===== src/rtl/upsp_frame_sequencer.sv =====
// upsp_frame_sequencer
//
// Frame-level controller for the bicubic upsampling path. A rising edge on
// crf_ac_UPSTART starts a frame. While the frame runs, the block permits
// source-pixel delivery until the source total has been seen. It counts
// destination pixels until the destination total has been seen, and a stall
// watchdog guards the frame. The completion status or the error status is
// written back into the config register file through the AC-side CRF write
// port. The block does not arbitrate anything; it only sequences.
//
// Ports
//   clk, rst_n        clock, asynchronous active-low reset
//   crf_ac_UPSTART    start level from the CRF (edge-detected internally)
//   crf_ac_wbusy      CRF write port busy; the status write waits while high
//   ac_upsp_rvalid    observed source-pixel valid   (AC -> upsampler)
//   upsp_ac_rready    observed source-pixel ready
//   upsp_ac_wvalid    observed destination-pixel valid (upsampler -> AC)
//   ac_upsp_wready    observed destination-pixel ready
//   seq_rd_en         permits access_control to present source pixels
//   seq_wr_en         permits access_control to accept destination pixels
//   ac_crf_wrt        one-cycle CRF write strobe
//   ac_crf_waddr      CRF write address (zero when no strobe)
//   ac_crf_wdata      CRF write data: 1 done, 3 done with overflow, 2 timeout
//   seq_busy          high while running or reporting
//   seq_err           sticky error (timeout or overflow)
//   seq_ovf           sticky: handshake seen beyond the frame total
module upsp_frame_sequencer #(
   parameter int                          CRF_DATA_WIDTH = 32,
   parameter int                          CRF_ADDR_WIDTH = 12,
   parameter int                          SRC_IMG_WIDTH  = 960,
   parameter int                          SRC_IMG_HEIGHT = 540,
   parameter int                          DST_IMG_WIDTH  = 3840,
   parameter int                          DST_IMG_HEIGHT = 2160,
   parameter logic [CRF_ADDR_WIDTH-1:0]   UPEND_ADDR     = 12'h004,
   parameter int                          TIMEOUT_CYCLES = 65535
) (
   input  logic                       clk,
   input  logic                       rst_n,
   input  logic                       crf_ac_UPSTART,
   input  logic                       crf_ac_wbusy,
   input  logic                       ac_upsp_rvalid,
   input  logic                       upsp_ac_rready,
   input  logic                       upsp_ac_wvalid,
   input  logic                       ac_upsp_wready,
   output logic                       seq_rd_en,
   output logic                       seq_wr_en,
   output logic                       ac_crf_wrt,
   output logic [CRF_ADDR_WIDTH-1:0]  ac_crf_waddr,
   output logic [CRF_DATA_WIDTH-1:0]  ac_crf_wdata,
   output logic                       seq_busy,
   output logic                       seq_err,
   output logic                       seq_ovf
);

   localparam int SRC_TOTAL = SRC_IMG_WIDTH * SRC_IMG_HEIGHT;
   localparam int DST_TOTAL = DST_IMG_WIDTH * DST_IMG_HEIGHT;
   localparam int SRC_CW    = $clog2(SRC_TOTAL + 1);
   localparam int DST_CW    = $clog2(DST_TOTAL + 1);
   localparam int TMR_W     = $clog2(TIMEOUT_CYCLES);

   localparam logic [SRC_CW-1:0] SRC_MAX  = SRC_CW'(SRC_TOTAL);
   localparam logic [DST_CW-1:0] DST_MAX  = DST_CW'(DST_TOTAL);
   localparam logic [DST_CW-1:0] DST_LAST = DST_CW'(DST_TOTAL - 1);
   localparam logic [TMR_W-1:0]  TMR_LAST = TMR_W'(TIMEOUT_CYCLES - 1);

   localparam logic [CRF_DATA_WIDTH-1:0] STAT_DONE     = CRF_DATA_WIDTH'(1);
   localparam logic [CRF_DATA_WIDTH-1:0] STAT_TIMEOUT  = CRF_DATA_WIDTH'(2);
   localparam logic [CRF_DATA_WIDTH-1:0] STAT_DONE_OVF = CRF_DATA_WIDTH'(3);

   typedef enum logic [1:0] {
      ST_IDLE   = 2'd0,
      ST_RUN    = 2'd1,
      ST_REPORT = 2'd2,
      ST_ERROR  = 2'd3
   } state_t;

   state_t                      state_q,   state_d;
   logic [SRC_CW-1:0]           src_cnt_q, src_cnt_d;
   logic [DST_CW-1:0]           dst_cnt_q, dst_cnt_d;
   logic [TMR_W-1:0]            timer_q,   timer_d;
   logic                        rd_en_q,   rd_en_d;
   logic                        err_q,     err_d;
   logic                        ovf_q,     ovf_d;
   logic                        wr_pend_q, wr_pend_d;
   logic [CRF_DATA_WIDTH-1:0]   status_q,  status_d;
   logic                        upstart_q;

   logic start;
   logic rd_fire;
   logic wr_fire;
   logic crf_wr;

   assign start   = crf_ac_UPSTART & ~upstart_q;
   assign rd_fire = ac_upsp_rvalid & upsp_ac_rready;
   assign wr_fire = upsp_ac_wvalid & ac_upsp_wready;

   // The status write goes out in the very cycle the CRF port is free, so the
   // strobe is the pending flag qualified by the live busy input.
   assign crf_wr  = wr_pend_q & ~crf_ac_wbusy;

   always_comb begin
      state_d   = state_q;
      src_cnt_d = src_cnt_q;
      dst_cnt_d = dst_cnt_q;
      timer_d   = timer_q;
      rd_en_d   = 1'b0;
      err_d     = err_q;
      ovf_d     = ovf_q;
      wr_pend_d = wr_pend_q;
      status_d  = status_q;

      unique case (state_q)
         ST_IDLE: begin
            if (start) begin
               state_d   = ST_RUN;
               src_cnt_d = '0;
               dst_cnt_d = '0;
               timer_d   = '0;
               err_d     = 1'b0;
               ovf_d     = 1'b0;
            end
         end

         ST_RUN: begin
            // Counters saturate at the frame total; an extra handshake is
            // flagged rather than counted.
            if (rd_fire) begin
               if (src_cnt_q == SRC_MAX) begin
                  ovf_d = 1'b1;
                  err_d = 1'b1;
               end else begin
                  src_cnt_d = src_cnt_q + 1'b1;
               end
            end
            if (wr_fire) begin
               if (dst_cnt_q == DST_MAX) begin
                  ovf_d = 1'b1;
                  err_d = 1'b1;
               end else begin
                  dst_cnt_d = dst_cnt_q + 1'b1;
               end
            end

            // Completion wins over a watchdog expiry in the same cycle.
            if (wr_fire && (dst_cnt_q == DST_LAST)) begin
               state_d   = ST_REPORT;
               wr_pend_d = 1'b1;
               status_d  = ovf_d ? STAT_DONE_OVF : STAT_DONE;
            end else if (!rd_fire && !wr_fire && (timer_q == TMR_LAST)) begin
               state_d   = ST_ERROR;
               err_d     = 1'b1;
               wr_pend_d = 1'b1;
               status_d  = STAT_TIMEOUT;
            end else begin
               timer_d = (rd_fire || wr_fire) ? '0 : timer_q + 1'b1;
               // Looks at the updated count so the permit drops right after
               // the last source pixel of the frame.
               rd_en_d = (src_cnt_d != SRC_MAX);
            end
         end

         ST_REPORT: begin
            if (crf_wr) begin
               wr_pend_d = 1'b0;
               state_d   = ST_IDLE;
            end
         end

         ST_ERROR: begin
            if (start) begin
               // A pending timeout write is abandoned when a new frame starts.
               state_d   = ST_RUN;
               src_cnt_d = '0;
               dst_cnt_d = '0;
               timer_d   = '0;
               err_d     = 1'b0;
               ovf_d     = 1'b0;
               wr_pend_d = 1'b0;
            end else if (crf_wr) begin
               wr_pend_d = 1'b0;
            end
         end

         default: begin
            state_d = ST_IDLE;
         end
      endcase
   end

   always_ff @(posedge clk or negedge rst_n) begin
      if (!rst_n) begin
         state_q   <= ST_IDLE;
         src_cnt_q <= '0;
         dst_cnt_q <= '0;
         timer_q   <= '0;
         rd_en_q   <= 1'b0;
         err_q     <= 1'b0;
         ovf_q     <= 1'b0;
         wr_pend_q <= 1'b0;
         status_q  <= '0;
         upstart_q <= 1'b0;
      end else begin
         state_q   <= state_d;
         src_cnt_q <= src_cnt_d;
         dst_cnt_q <= dst_cnt_d;
         timer_q   <= timer_d;
         rd_en_q   <= rd_en_d;
         err_q     <= err_d;
         ovf_q     <= ovf_d;
         wr_pend_q <= wr_pend_d;
         status_q  <= status_d;
         upstart_q <= crf_ac_UPSTART;
      end
   end

   assign seq_rd_en    = rd_en_q;
   assign seq_wr_en    = (state_q == ST_RUN);
   assign seq_busy     = (state_q == ST_RUN) || (state_q == ST_REPORT);
   assign seq_err      = err_q;
   assign seq_ovf      = ovf_q;
   assign ac_crf_wrt   = crf_wr;
   assign ac_crf_waddr = crf_wr ? UPEND_ADDR : '0;
   assign ac_crf_wdata = crf_wr ? status_q   : '0;

endmodule


===== config.mk =====
export PLATFORM = sky130hd
export DESIGN_NAME = upsp_frame_sequencer
export DESIGN_NICKNAME = d
export VERILOG_FILES = /design/src/rtl/upsp_frame_sequencer.sv
export SDC_FILE = /design/constraint.sdc
export NUM_CORES = 1
export LEC_CHECK = 0
export ABC_AREA = 1
export CAP_MARGIN = 25
export CORE_UTILIZATION = 62
export CTS_CLUSTER_DIAMETER = 60
export CTS_CLUSTER_SIZE = 20
export DETAILED_ROUTE_END_ITERATION = 12
export DONT_BUFFER_PORTS = 1
export GPL_TIMING_DRIVEN = 0
export PLACE_DENSITY = 0.87
export SLEW_MARGIN = 25
export SYNTH_ARGS = -nofsm -noshare
export SYNTH_HDL_FRONTEND = slang
export SYNTH_SLANG_ARGS = --single-unit

===== constraint.sdc =====
create_clock -name clk -period 3.5 [get_ports clk]
set_input_delay 0.7 -clock clk [delete_from_list [all_inputs] [get_ports clk]]
set_output_delay 0.7 -clock clk [all_outputs]
set_load 0.02 [all_outputs]

==> results of run 1 <==
-- final timing paths --
kind | slack (ns) | cells past startpoint | endpoint | start
min in group clk | 0.37 | 0 | upstart_q | crf_ac_UPSTART
min reg2reg | 0.49 | 2 | timer_q[9] | timer_q[9]
min | 0.03 | 0 | src_cnt_q[10] | rst_n
max in group asynchronous | 3.33 | 0 | dst_cnt_q[10] | rst_n
max | 0.65 | 9 | dst_cnt_q[19] | state_q[0]
max reg2reg | 0.65 | 9 | dst_cnt_q[19] | state_q[0]
-- cell type report --
class / count / area, sq um / share of cell area
flip-flops and latches: 67 / 1677 / 0.3071
clock inverters: 5 / 53.80 / 0.009853
clock buffers: 10 / 127.6 / 0.02337
well taps: 102 / 127.6 / 0.02337
multi-input cells: 572 / 2759 / 0.5053
inverters: 80 / 305.3 / 0.05591
plain buffers: 61 / 410.4 / 0.07516
-- cells by family after synthesis --
logic type / synth area share
simple gates: 0.3723
buf+inv: 0.1431
compound gates: 0.09908
flops: 0.3353
xor+xnor: 0.02452
fa+ha+maj: 0.02502
other cells: 0.0007498
-- routing by layer --
layer / vias to the layer above / GRT usage / routed length, microns
met2: 206 / 0.5144 / 5951
met4: 0 / 0.1458 / 359
met5: - / 0 / 0
li1: 2455 / - / -
met1: 2280 / 0.4226 / 5477
met3: 31 / 0.05638 / 876
-- cell usage in the layout, fill, tap and decap left out, types with 2 or more instances in the layout --
master	count
o22ai_1	7
inv_1	76
nand2_2	3
or2_2	8
dfrtp_1	67
clkinv_2	3
a22o_1	2
clkbuf_1	13
nand3_1	76
ha_1	10
a21oi_1	6
nor4_1	5
nor3_1	23
conb_1	41
buf_2	4
clkbuf_8	9
nor2_2	2
o21ai_2	2
nand2_1	200
o21ai_0	64
nand4_1	29
xnor2_1	3
nand3b_1	2
nor2_1	63
buf_4	42
xor2_1	11
inv_2	3
-- flip-flops by register name (all words and copies together) (netlist names) --
name       count
status_q       2
src_cnt_q     19
wr_pend_q      1
seq_err        1
dst_cnt_q     23
seq_rd_en      1
state_q        2
timer_q       16
upstart_q      1
seq_ovf        1
-- worst max-delay path, stage by stage (launching register included) --
cell	delay [ns]
dfrtp_1	0.41
inv_1	0.09
ha_1	0.43
buf_2	0.25
inv_2	0.11
o21ai_1	0.43
inv_2	0.20
o211ai_2	0.26
clkbuf_1	0.39
o21ai_0	0.14
-- where the power goes --
part | switching (mW) | leakage, nW | internal (mW) | total, mW
Combinational | 0.0700 | 1.82 | 0.0391 | 0.109
Clock | 0.308 | 0.0963 | 0.324 | 0.632
Sequential | 0.000138 | 0.793 | 0.774 | 0.774
-- through the flow --
stage / std cells / utilization / hold slack [ns]
after global placement: 882 / 0.6796 / 0.4058
after floorplan: 780 / - / 0.4044
after CTS: 897 / 0.7030 / 0.02369
after detailed placement: 882 / 0.6796 / 0.4058
final: 897 / 0.7030 / 0.02836
after global routing: 897 / 0.7030 / 0.02273
==> run_results.csv, run 1 <==
group,metric,value,unit
status,outcome,"completed",
clock_tree,clockRootBuffer,"clkbuf_8",
die,initial_utilization,0.6438,
place,pre_cts_slack,0.6902,ns
synthesis,main_flop_type_after_synthesis,"dfrtp_1",
die,die_height,91.81,microns
sta,totalNegativeSetupSlack,0,ns
sta,finalSetupViolations,0,
die,die_width,91.81,microns
clock_tree,post_cts_resize_count,0,
routing,drt_first_iter_violations,291,
synthesis,number_of_flops_mapped_to_enable_cells_by_yosys,0,
layout,antenna-diode-count,0,
clock_tree,cts_clk_pin_slew_worst_paths,0.08,ns
place,placed_area,5279,sq um
grt,number_of_antenna_violations_at_the_first_check_in_global_routing,0,
die,num_rows,32,
clock_tree,clkSinkCount,67,
layout,design_area,5460,sq um
routing,number_of_detailed_routing_iterations_run_before_antenna_repair,6,
sta,slew-limit-headroom,0.5730,
sta,max_slew.worst_pin.slew,0.6356,ns
synthesis,synthDominantCellAreaShare,0.3353,
sta,clock_skew,0.01153,ns
synthesis,synth_largest_area_cell,"dfrtp_1",
power,leakage,2.705,nW
synthesis,synth-async-reset-ratio,1.000,
clock_tree,h-tree-depth,3,
sta,fmax,350.3,MHz
place,port_buffers,0,
clock_tree,cts_post_setup_buffers_inserted,0,
grt,grt_pass1_wl,21460,microns
layout,drive_above_1_share,0.1094,
routing,detail_route.vias_per_cell,5.543,
sta,grt_setup_unrepaired,"no",
power,design_power_total,1.515,mW
sta,fin_hold_viols,0,
routing,drt_drc_violations_left,0,
synthesis,ys_types,44,
synthesis,leading_cell_types_by_count_after_synthesis,"200 x nand2_1, 76 x inv_1, 76 x nand3_1",
synthesis,post_synth_instance_area,5001,sq um
hold_path,worstHoldPathType,"in -> async",
layout,final_nets,809,
synthesis,seq_area_frac_synth,0.3353,
sta,final_period_minus_worst_setup_slack,2.855,ns
grt,grt_max_degree,68,
grt,grt_pass1_vias,4615,
synthesis,synthesis.instances,740,
clock_tree,worstSkewPairLatency,0.36,ns
routing,vias,4972,
setup_path,path_max_fanout,10,
synthesis,synth_top_cells_by_area,"dfrtp_1 34%, nand2_1 15%, nand3_1 7.6%, o21ai_0 6.4%, buf_4 6.3%",
setup_path,startpoint_type,"flop",
sta,postLayoutSetupSlackWorst,0.6453,ns
synthesis,most_frequent_cell_after_synthesis,"nand2_1",
setup_path,worst_ep_arrival_time,3.07,ns
die,floorplan.io_pins,58,
routing,drtAntennaViolNets,0,
place,place_congestion,0.9646,
sta,report.final.slew_viol_count,0,
place,dp_hpwl,9465,microns
routing,route.detailed.wl_per_inst,14.12,microns
routing,postRouteWirelength,12670,microns
run,cap_viol_max_count,0,
clock_tree,cts_buffers,9,
setup_path,worstSetupEndpointType,"flop",
clock_tree,cts_max_path_buffers,2,
synthesis,yosys_register_bits,67,
grt,grtUsageTotal,0.3200,
setup_path,worst-endpoint-required,3.72,ns
setup_path,path_class,"reg -> reg",
layout,fillerInstances,663,
clock_tree,postCtsHoldBufs,0,
clock_tree,tritoncts,"built",
die,placeableCoreArea,7767,sq um
synthesis,ys.warnings.count,0,
sta,post_route_fraction_of_the_period_consumed_by_the_critical_path,0.8156,
synthesis,syn_area_per_cell,6.758,sq um
die,floorplan.die_area,8429,sq um
power,power.ir.vdd_worst,0.1782,mV
power,power_density,277.5,nW/um^2
layout,synthToLayoutAreaGrowth,9.182,%
grt,globalRouteOverflowTotal,0,
(Power assumes the default switching activity.)
==> run 2, diff against run 1 <==
==> constraint.sdc (replaced) <==
create_clock -name clk -period 2.9 [get_ports clk]
set_input_delay 0.58 -clock clk [delete_from_list [all_inputs] [get_ports clk]]
set_output_delay 0.58 -clock clk [all_outputs]
set_load 0.02 [all_outputs]
==> run 2 against run 1 <==
Against the previous run: register-to-register slack got worse by 0.45 ns; first-iteration DRC count fell by 3.4%; power is 23% higher; sequential power up 21%; routed wire length is 0.58% higher; final area increased by 0.57%; final cell count grew 0.11%; via count rose by 0.54%; die area is the same; critical endpoint is now dst_cnt_q[16]; highest routed layer unchanged.
==> run_results.csv, run 2 (synthesized netlist as in run 1, its figures left out) <==
group,metric,value,unit
status,outcome,"completed",
clock_tree,cts_buffers,9,
layout,largest-register,"dst_cnt_q",
die,initial_utilization,0.6438,
routing,route.detailed.wl_per_inst,14.19,microns
setup_path,worst_ep_arrival_time,2.93,ns
power,power_density,338.7,nW/um^2
routing,detail_route.vias_per_cell,5.567,
power,power.ir.vdd_worst,0.2229,mV
die,num_rows,32,
setup_path,timing.reg2reg.setup_slack,0.19,ns
grt,globalRouteOverflowTotal,0,
power,leakage,2.718,nW
clock_tree,tritoncts,"built",
clock_tree,clockRootBuffer,"clkbuf_8",
setup_path,path_max_fanout,10,
layout,drive_above_1_share,0.1118,
sta,final_period_minus_worst_setup_slack,2.707,ns
routing,drt_drc_violations_left,0,
grt,grt_pass1_wl,21490,microns
grt,grt_pass1_vias,4622,
die,floorplan.io_pins,58,
clock_tree,clkSinkCount,67,
die,die_height,91.81,microns
setup_path,worst-endpoint-required,3.12,ns
layout,design_area,5492,sq um
sta,max_slew.worst_pin.slew,0.6212,ns
place,placed_area,5279,sq um
die,placeableCoreArea,7767,sq um
layout,most_common_cell_after_layout_fill_and_taps_aside,"nand2_1",
run,cap_viol_max_count,0,
routing,vias,4999,
sta,fin_hold_viols,0,
layout,antenna-diode-count,0,
sta,post_route_fraction_of_the_period_consumed_by_the_critical_path,0.9333,
grt,number_of_antenna_violations_at_the_first_check_in_global_routing,0,
layout,reg.largest.list,"dst_cnt_q: 23 flops, src_cnt_q: 19 flops, timer_q: 16 flops",
place,place_congestion,0.9646,
place,dp_hpwl,9465,microns
sta,clock_skew,0.01139,ns
layout,final_nets,810,
sta,slew-limit-headroom,0.5827,
layout,synthToLayoutAreaGrowth,9.807,%
clock_tree,cts_max_path_buffers,2,
hold_path,worstHoldPathType,"in -> async",
layout,fillerInstances,659,
grt,grt_max_degree,68,
setup_path,worstSetupEndpointType,"flop",
grt,grtUsageTotal,0.3206,
routing,drtAntennaViolNets,0,
sta,grt_setup_unrepaired,"no",
setup_path,path_class,"reg -> reg",
clock_tree,worstSkewPairLatency,0.36,ns
routing,drt_first_iter_violations,281,
die,die_width,91.81,microns
die,floorplan.die_area,8429,sq um
sta,report.final.slew_viol_count,0,
layout,layout_common_cells,"200 x nand2_1, 76 x inv_1, 76 x nand3_1",
layout,largest_register_ffs,23,
clock_tree,cts_post_setup_buffers_inserted,0,
clock_tree,cts_clk_pin_slew_worst_paths,0.08,ns
place,port_buffers,0,
setup_path,startpoint_type,"flop",
clock_tree,h-tree-depth,3,
sta,totalNegativeSetupSlack,0,ns
routing,postRouteWirelength,12740,microns
sta,finalSetupViolations,0,
sta,fmax,369.5,MHz
routing,number_of_detailed_routing_iterations_run_before_antenna_repair,6,
==> run 2: path summary, 6_finish.rpt <==
check / startpoint / end / cells past startpoint
setup / recovery: state_q[0] / dst_cnt_q[16] / 9
hold / removal: rst_n / src_cnt_q[9] / 1
setup reg to reg: state_q[0] / dst_cnt_q[16] / 9
hold reg to reg: timer_q[9] / timer_q[9] / 2
max in group asynchronous: rst_n / dst_cnt_q[5] / 1
min in group clk: crf_ac_UPSTART / upstart_q / 0
==> run 2: what timing repair did <==
action                                 in CTS  in global routing
gates resized for setup                     0                  1
endpoints found under the hold margin      67                  0
hold buffers                                1                  0
setup endpoints to repair                   0                 22
==> run 2: per-layer routing <==
layer	global-route usage	part of all wire	vias up
li1	-	-	2451
met1	0.4199	0.42	2277
met2	0.5157	0.47	232
met3	0.05970	0.078	39
met4	0.1484	0.029	0
met5	0	0	-
==> run 2: worst max-delay path, stage by stage, from the launching register on <==
cell and delay, ns:
dfrtp_1 0.40, inv_1 0.09, ha_1 0.43, buf_2 0.25
inv_2 0.11, o21ai_2 0.31, inv_2 0.17, o211ai_2 0.25
clkbuf_1 0.41, o21ai_0 0.14
==> run 2: metrics by stage <==
step	total power, mW	util	cells	hold WS, ns	worst slack, ns
3_5_place_dp	1.081	0.6796	882	0.2858	0.09020
2_1_floorplan	1.070	-	780	0.2844	0.7682
6_report	1.860	0.7070	898	0.07989	0.1935
3_3_place_gp	1.079	0.6796	882	0.2858	0.1850
5_1_grt	1.909	0.7070	898	0.1102	0.02177
4_1_cts	1.860	0.7065	898	0.1044	0.05503
==> run 2: report_power, final <==
part	internal, mW	leakage (nW)	switching [mW]
combinational	0.0511	1.83	0.101
clock	0.391	0.0963	0.382
sequential	0.934	0.793	0.000164
total	1.38	2.72	0.484
==> run 2: layout make-up <==
| type | count | area, sq um | area share |
|---|---|---|---|
| Buffer | 61 | 410.4 | 0.07473 |
| Clock buffer | 10 | 127.6 | 0.02324 |
| Clock inverter | 5 | 53.80 | 0.009797 |
| Inverter | 80 | 305.3 | 0.05559 |
| Multi-Input combinational cell | 572 | 2763 | 0.5031 |
| Sequential cell | 67 | 1677 | 0.3053 |
| Tap cell | 102 | 127.6 | 0.02324 |
| Timing Repair Buffer | 1 | 27.53 | 0.005013 |
==> run 3, diff against run 2 <==
--- a/config.mk
+++ b/config.mk
@@ -6,7 +6,6 @@
 export NUM_CORES = 1
 export LEC_CHECK = 0
 export ABC_AREA = 1
-export CAP_MARGIN = 25
 export CORE_UTILIZATION = 62
 export CTS_CLUSTER_DIAMETER = 60
 export CTS_CLUSTER_SIZE = 20
==> results of run 3 <==
The final DEF is identical to that of run 2; final timing and power are the same.
